### config.mk
export PLATFORM = sky130hd
export DESIGN_NAME = mul_accumulate_unit
export DESIGN_NICKNAME = d
export VERILOG_FILES = /design/src/rtl/mul_accumulate_unit.sv
export SDC_FILE = /design/constraint.sdc
export NUM_CORES = 1
export LEC_CHECK = 0
export CAP_MARGIN = 10
export CELL_PAD_IN_SITES_DETAIL_PLACEMENT = 0
export CELL_PAD_IN_SITES_GLOBAL_PLACEMENT = 1
export CORE_UTILIZATION = 30
export CTS_BUF_LIST = sky130_fd_sc_hd__clkbuf_16
export DETAILED_ROUTE_END_ITERATION = 10
export GPL_ROUTABILITY_DRIVEN = 0
export PLACE_DENSITY_LB_ADDON = 0.1
export SLEW_MARGIN = 20
export SYNTH_ARGS = -nofsm -noshare
export SYNTH_HDL_FRONTEND = slang
export SYNTH_SLANG_ARGS = --single-unit
### constraint.sdc
create_clock -name clk -period 3.05 [get_ports clk]
set_input_delay 0.61 -clock clk [delete_from_list [all_inputs] [get_ports clk]]
set_output_delay 0.61 -clock clk [all_outputs]
set_load 0.05 [all_outputs]
### src/rtl/mul_accumulate_unit.sv
// Multiply-accumulate back end: sums a programmed count of multiplier products.
// The MAC_SATURATE_EN macro makes the accumulator clamp on overflow instead of wrapping.
module mul_accumulate_unit #(
   parameter int PROD_W = 16,
   parameter int ACC_W  = 24,
   parameter int LEN_W  = 8
) (
   input  logic              clk,
   input  logic              rst,
   input  logic              start,
   input  logic [LEN_W-1:0]  len,
   input  logic              abort,
   input  logic [PROD_W-1:0] prod,
   input  logic              prod_valid,
   output logic              prod_ready,
   output logic [ACC_W-1:0]  res,
   output logic              res_valid,
   input  logic              res_ready,
   output logic              ovf,
   output logic              busy
);

   typedef enum logic [1:0] {
      IDLE  = 2'd0,
      ACCUM = 2'd1,
      DONE  = 2'd2
   } state_t;

   state_t            state_r;
   state_t            state_nx_s;
   logic [ACC_W-1:0]  acc_r;
   logic [LEN_W-1:0]  rem_r;
   logic              ovf_r;
   logic              prod_ready_r;
   logic              res_valid_r;
   logic              busy_r;

   logic              beat_s;
   logic [ACC_W:0]    sum_s;
   logic              carry_s;
   logic [ACC_W-1:0]  acc_add_s;

   assign beat_s  = prod_valid & prod_ready_r;
   assign sum_s   = {1'b0, acc_r} + {{(ACC_W + 1 - PROD_W){1'b0}}, prod};
   assign carry_s = sum_s[ACC_W];

   // Overflow policy for the accumulator update
   always_comb begin
      acc_add_s = sum_s[ACC_W-1:0];
`ifdef MAC_SATURATE_EN
      if (carry_s) begin
         acc_add_s = {ACC_W{1'b1}};
      end else begin
         acc_add_s = sum_s[ACC_W-1:0];
      end
`else
      acc_add_s = sum_s[ACC_W-1:0];
`endif
   end

   // Next-state decode; abort outranks every other event outside IDLE
   always_comb begin
      state_nx_s = state_r;
      case (state_r)
         IDLE: begin
            if (abort) begin
               state_nx_s = IDLE;
            end else if (start) begin
               if (len != {LEN_W{1'b0}}) begin
                  state_nx_s = ACCUM;
               end else begin
                  state_nx_s = DONE;
               end
            end else begin
               state_nx_s = IDLE;
            end
         end
         ACCUM: begin
            if (abort) begin
               state_nx_s = IDLE;
            end else if (beat_s && (rem_r == {{(LEN_W-1){1'b0}}, 1'b1})) begin
               state_nx_s = DONE;
            end else begin
               state_nx_s = ACCUM;
            end
         end
         DONE: begin
            if (abort) begin
               state_nx_s = IDLE;
            end else if (res_ready) begin
               state_nx_s = IDLE;
            end else begin
               state_nx_s = DONE;
            end
         end
         default: begin
            state_nx_s = IDLE;
         end
      endcase
   end

   // State register with outputs decoded from the next state so they come straight from flops
   always_ff @(posedge clk) begin
      if (rst) begin
         state_r      <= IDLE;
         prod_ready_r <= 1'b0;
         res_valid_r  <= 1'b0;
         busy_r       <= 1'b0;
      end else begin
         state_r      <= state_nx_s;
         prod_ready_r <= (state_nx_s == ACCUM);
         res_valid_r  <= (state_nx_s == DONE);
         busy_r       <= (state_nx_s != IDLE);
      end
   end

   // Accumulator, beat counter and sticky overflow flag
   always_ff @(posedge clk) begin
      if (rst) begin
         acc_r <= {ACC_W{1'b0}};
         rem_r <= {LEN_W{1'b0}};
         ovf_r <= 1'b0;
      end else begin
         case (state_r)
            IDLE: begin
               if (!abort && start) begin
                  acc_r <= {ACC_W{1'b0}};
                  rem_r <= len;
                  ovf_r <= 1'b0;
               end
            end
            ACCUM: begin
               if (abort) begin
                  acc_r <= {ACC_W{1'b0}};
                  rem_r <= {LEN_W{1'b0}};
                  ovf_r <= 1'b0;
               end else if (beat_s && (rem_r != {LEN_W{1'b0}})) begin
                  acc_r <= acc_add_s;
                  rem_r <= rem_r - {{(LEN_W-1){1'b0}}, 1'b1};
                  ovf_r <= ovf_r | carry_s;
               end
            end
            DONE: begin
               if (abort) begin
                  acc_r <= {ACC_W{1'b0}};
                  rem_r <= {LEN_W{1'b0}};
                  ovf_r <= 1'b0;
               end
            end
            default: begin
               acc_r <= {ACC_W{1'b0}};
               rem_r <= {LEN_W{1'b0}};
               ovf_r <= 1'b0;
            end
         endcase
      end
   end

   assign prod_ready = prod_ready_r;
   assign res_valid  = res_valid_r;
   assign busy       = busy_r;
   assign res        = acc_r;
   assign ovf        = ovf_r;

endmodule

==> results.json <==
{
  "outcome": "completed",
  "start_util_pct": 30.9,
  "yosysUniqueCellTypes": 54,
  "setup_viol": 0,
  "p_int_uw": 913,
  "fin_nets": 455,
  "fin_worst_hold_slack_ns": 0.468,
  "r2r_cells": 8,
  "hold_depth": 2,
  "syn_to_final_growth_pct": 34.3,
  "grt_pass1_vias": 2480,
  "synth-edff-count": 0,
  "synth_nets": 388,
  "dp_cells": 506,
  "die_w_um": 96.5,
  "grt_max_degree": 24,
  "synth_seq_area_share_pct": 28.4,
  "grt-ovfl-total": 0,
  "fin_skew_ns": 0.00579,
  "drive_gt1_share_pct": 8.87,
  "yosys.area.top_type": "dfxtp_1",
  "synth_flop_cell": "dfxtp_1",
  "synthArstFlopShare_pct": 0,
  "clockBufferDepth": 2,
  "netlist_area_um2": 2680,
  "switching_share_pct": 29.2,
  "ant_nets": 0,
  "worstPathMaxFanout": 3,
  "clk_pin_slew_ns": 0.06,
  "detail_route.wl_per_cell_um": 14.6,
  "critPathArrivalTime_ns": 3.09,
  "syn_avg_cell_area_um2": 7.93,
  "hold_viol": 0,
  "viasPerCell": 5.28,
  "num_vias": 2714,
  "cts_setup_buffers": 0,
  "rows": 34,
  "first_iter_violations": 110,
  "fmax_ghz": 0.342,
  "portBuffers": 57,
  "hp-class": "register to register",
  "relSlewSlack_pct": 65.1,
  "wl_um": 7510,
  "grt_pass1_wl_um": 12200,
  "tightest_slew_ns": 0.522,
  "grt_usage_pct": 16.6,
  "diodes": 0,
  "ir_worst_vdd_v": 0.000192,
  "dr.pass1.iters": 4,
  "drv_slew": 0,
  "switching_power_uw": 376,
  "power_frac_seq_pct": 40.3,
  "drv_cap": 0,
  "period_share_pct": 95.9,
  "synth_top_area_share_pct": 28.4,
  "h-tree-depth": 2,
  "final_cells": 514,
  "worstSetupStartpointType": "primary input",
  "min_period_ns": 2.92,
  "cp.required_ns": 3.22,
  "clockPowerShare_pct": 40.5,
  "clockRootBuffer": "clkbuf_16",
  "p_per_area_nw_per_um2": 358,
  "die_y_um": 96.5,
  "insertion_delay_ns": 0.28,
  "drc": 0,
  "netlist_top_cells_area": "dfxtp_1 (28%), ha_1 (8.9%), a21oi_1 (5.8%)",
  "core_region_area_um2": 8680,
  "cts_tree": "done",
  "die-area_um2": 9320,
  "cts_buffers": 5,
  "synth-seq-cells": 38,
  "io_pins": 58,
  "criticalPathCategory": "primary input to register",
  "power_leakage_uw": 0.00142,
  "comb_power_share_pct": 19.3,
  "yosys_warnings": 0,
  "clock-sinks": 38,
  "dp_hpwl_um": 5640,
  "grt_antenna_before_repair": 0,
  "synth_cells": 338,
  "ctsHoldBuffers": 0,
  "post_cts_resized": 0,
  "crit_path_end_kind": "register",
  "rsz0062_at_grt": "no"
}
cell usage in the layout, fill, tap and decap left out, drive strengths merged, types with 5 or more instances in the layout:
master and count:
a211oi 5, a21o 8, a21oi 31, a31oi 5, a32o 5, buf 18, clkbuf 5, clkdlybuf4s50 57
dfxtp 38, ha 19, inv 10, mux2i 7, nand2 36, nand2b 10, nand3 16, nand4 8
nor2 25, nor3 14, nor4 8, o21ai 20, or3 6, xnor2 5
worst max-delay path, stage by stage:
cell and delay [ns]:
clkdlybuf4s50_1 0.41, ha_1 0.22, fa_1 0.41, a21o_1 0.17, a21o_1 0.20, a2111oi_4 0.45, o211ai_2 0.17, nand3_2 0.12
mux2_1 0.32
cell families after synthesis:
kind of cell,after synthesis,synth area share (%)
xor gates and xnor gates,8,2.61
DFF,38,28.4
adders and majority gates,20,9.62
muxes,8,3.03
AOI/OAI and AO/OA,101,26.0
buffers and inverters,25,3.73
and+or+nand+nor,138,26.7
Yosys cell counts (all sizes together), types with 6 or more instances:
cell type  count
dfxtp         38
clkbuf         9
nor3          14
a21o           8
or3            6
nand2         36
mux2i          7
o21ai         20
nand3         16
nor4           8
nand2b        10
a21oi         31
nand4          8
nor2          25
buf            6
inv           10
ha            19
power by group through the flow:
| stage | clock network (uW) | registers [uW] | logic, uW |
|---|---|---|---|
| 2_1_floorplan | 0 | 540 | 142 |
| 3_3_place_gp | 0 | 530 | 251 |
| 3_5_place_dp | 0 | 530 | 250 |
| 4_1_cts | 543 | 519 | 251 |
| 5_1_grt | 558 | 521 | 277 |
| 6_report | 521 | 519 | 249 |
sequential cells by signal (all words and copies together) (netlist names):
register	cells
prod_ready	1
rem_r	8
ovf	1
res_valid	1
busy	1
state_r	2
res	24
final timing paths:
kind | from | slack, ns | to
worst max-delay path | prod[0] | 0.13 | res[16]
worst min-delay path | res[2] | 0.47 | res[2]
worst max register to register | res[0] | 0.56 | res[16]
worst min register to register | res[2] | 0.47 | res[2]
cell type report:
type                       instances  area (um^2)
clock buffer                       5          125
clock inverter                     3         16.3
fill                             939         5080
inverter                          10         37.5
multi-input combinational        275         1820
sequential                        38          761
tap                              108          135
timing repair buffer              75          706
routing by layer:
metal	GRT usage, %	up-vias	wire [um]
met5	0	-	0
met4	2.94	0	31
met3	2.58	2	249
met2	26.9	48	3440
met1	23.3	1270	3790
li1	-	1394	-
metrics by stage:
| step | setup TNS, ns | util, % | setup WS (ns) | power (uW) | instance area, um^2 |
|---|---|---|---|---|---|
| final | 0 | 41.5 | 0.126 | 1290 | 3600 |
| after global routing | 0 | 41.5 | 0.0226 | 1360 | 3600 |
| after CTS | 0 | 41.5 | 0.121 | 1310 | 3600 |
| after detailed placement | -0.813 | 39.9 | -0.168 | 780 | 3460 |
| after global placement | -0.611 | 39.9 | -0.139 | 781 | 3460 |
| after floorplan | 0 | - | 0.331 | 682 | 2680 |
(Power assumes the default switching activity.)
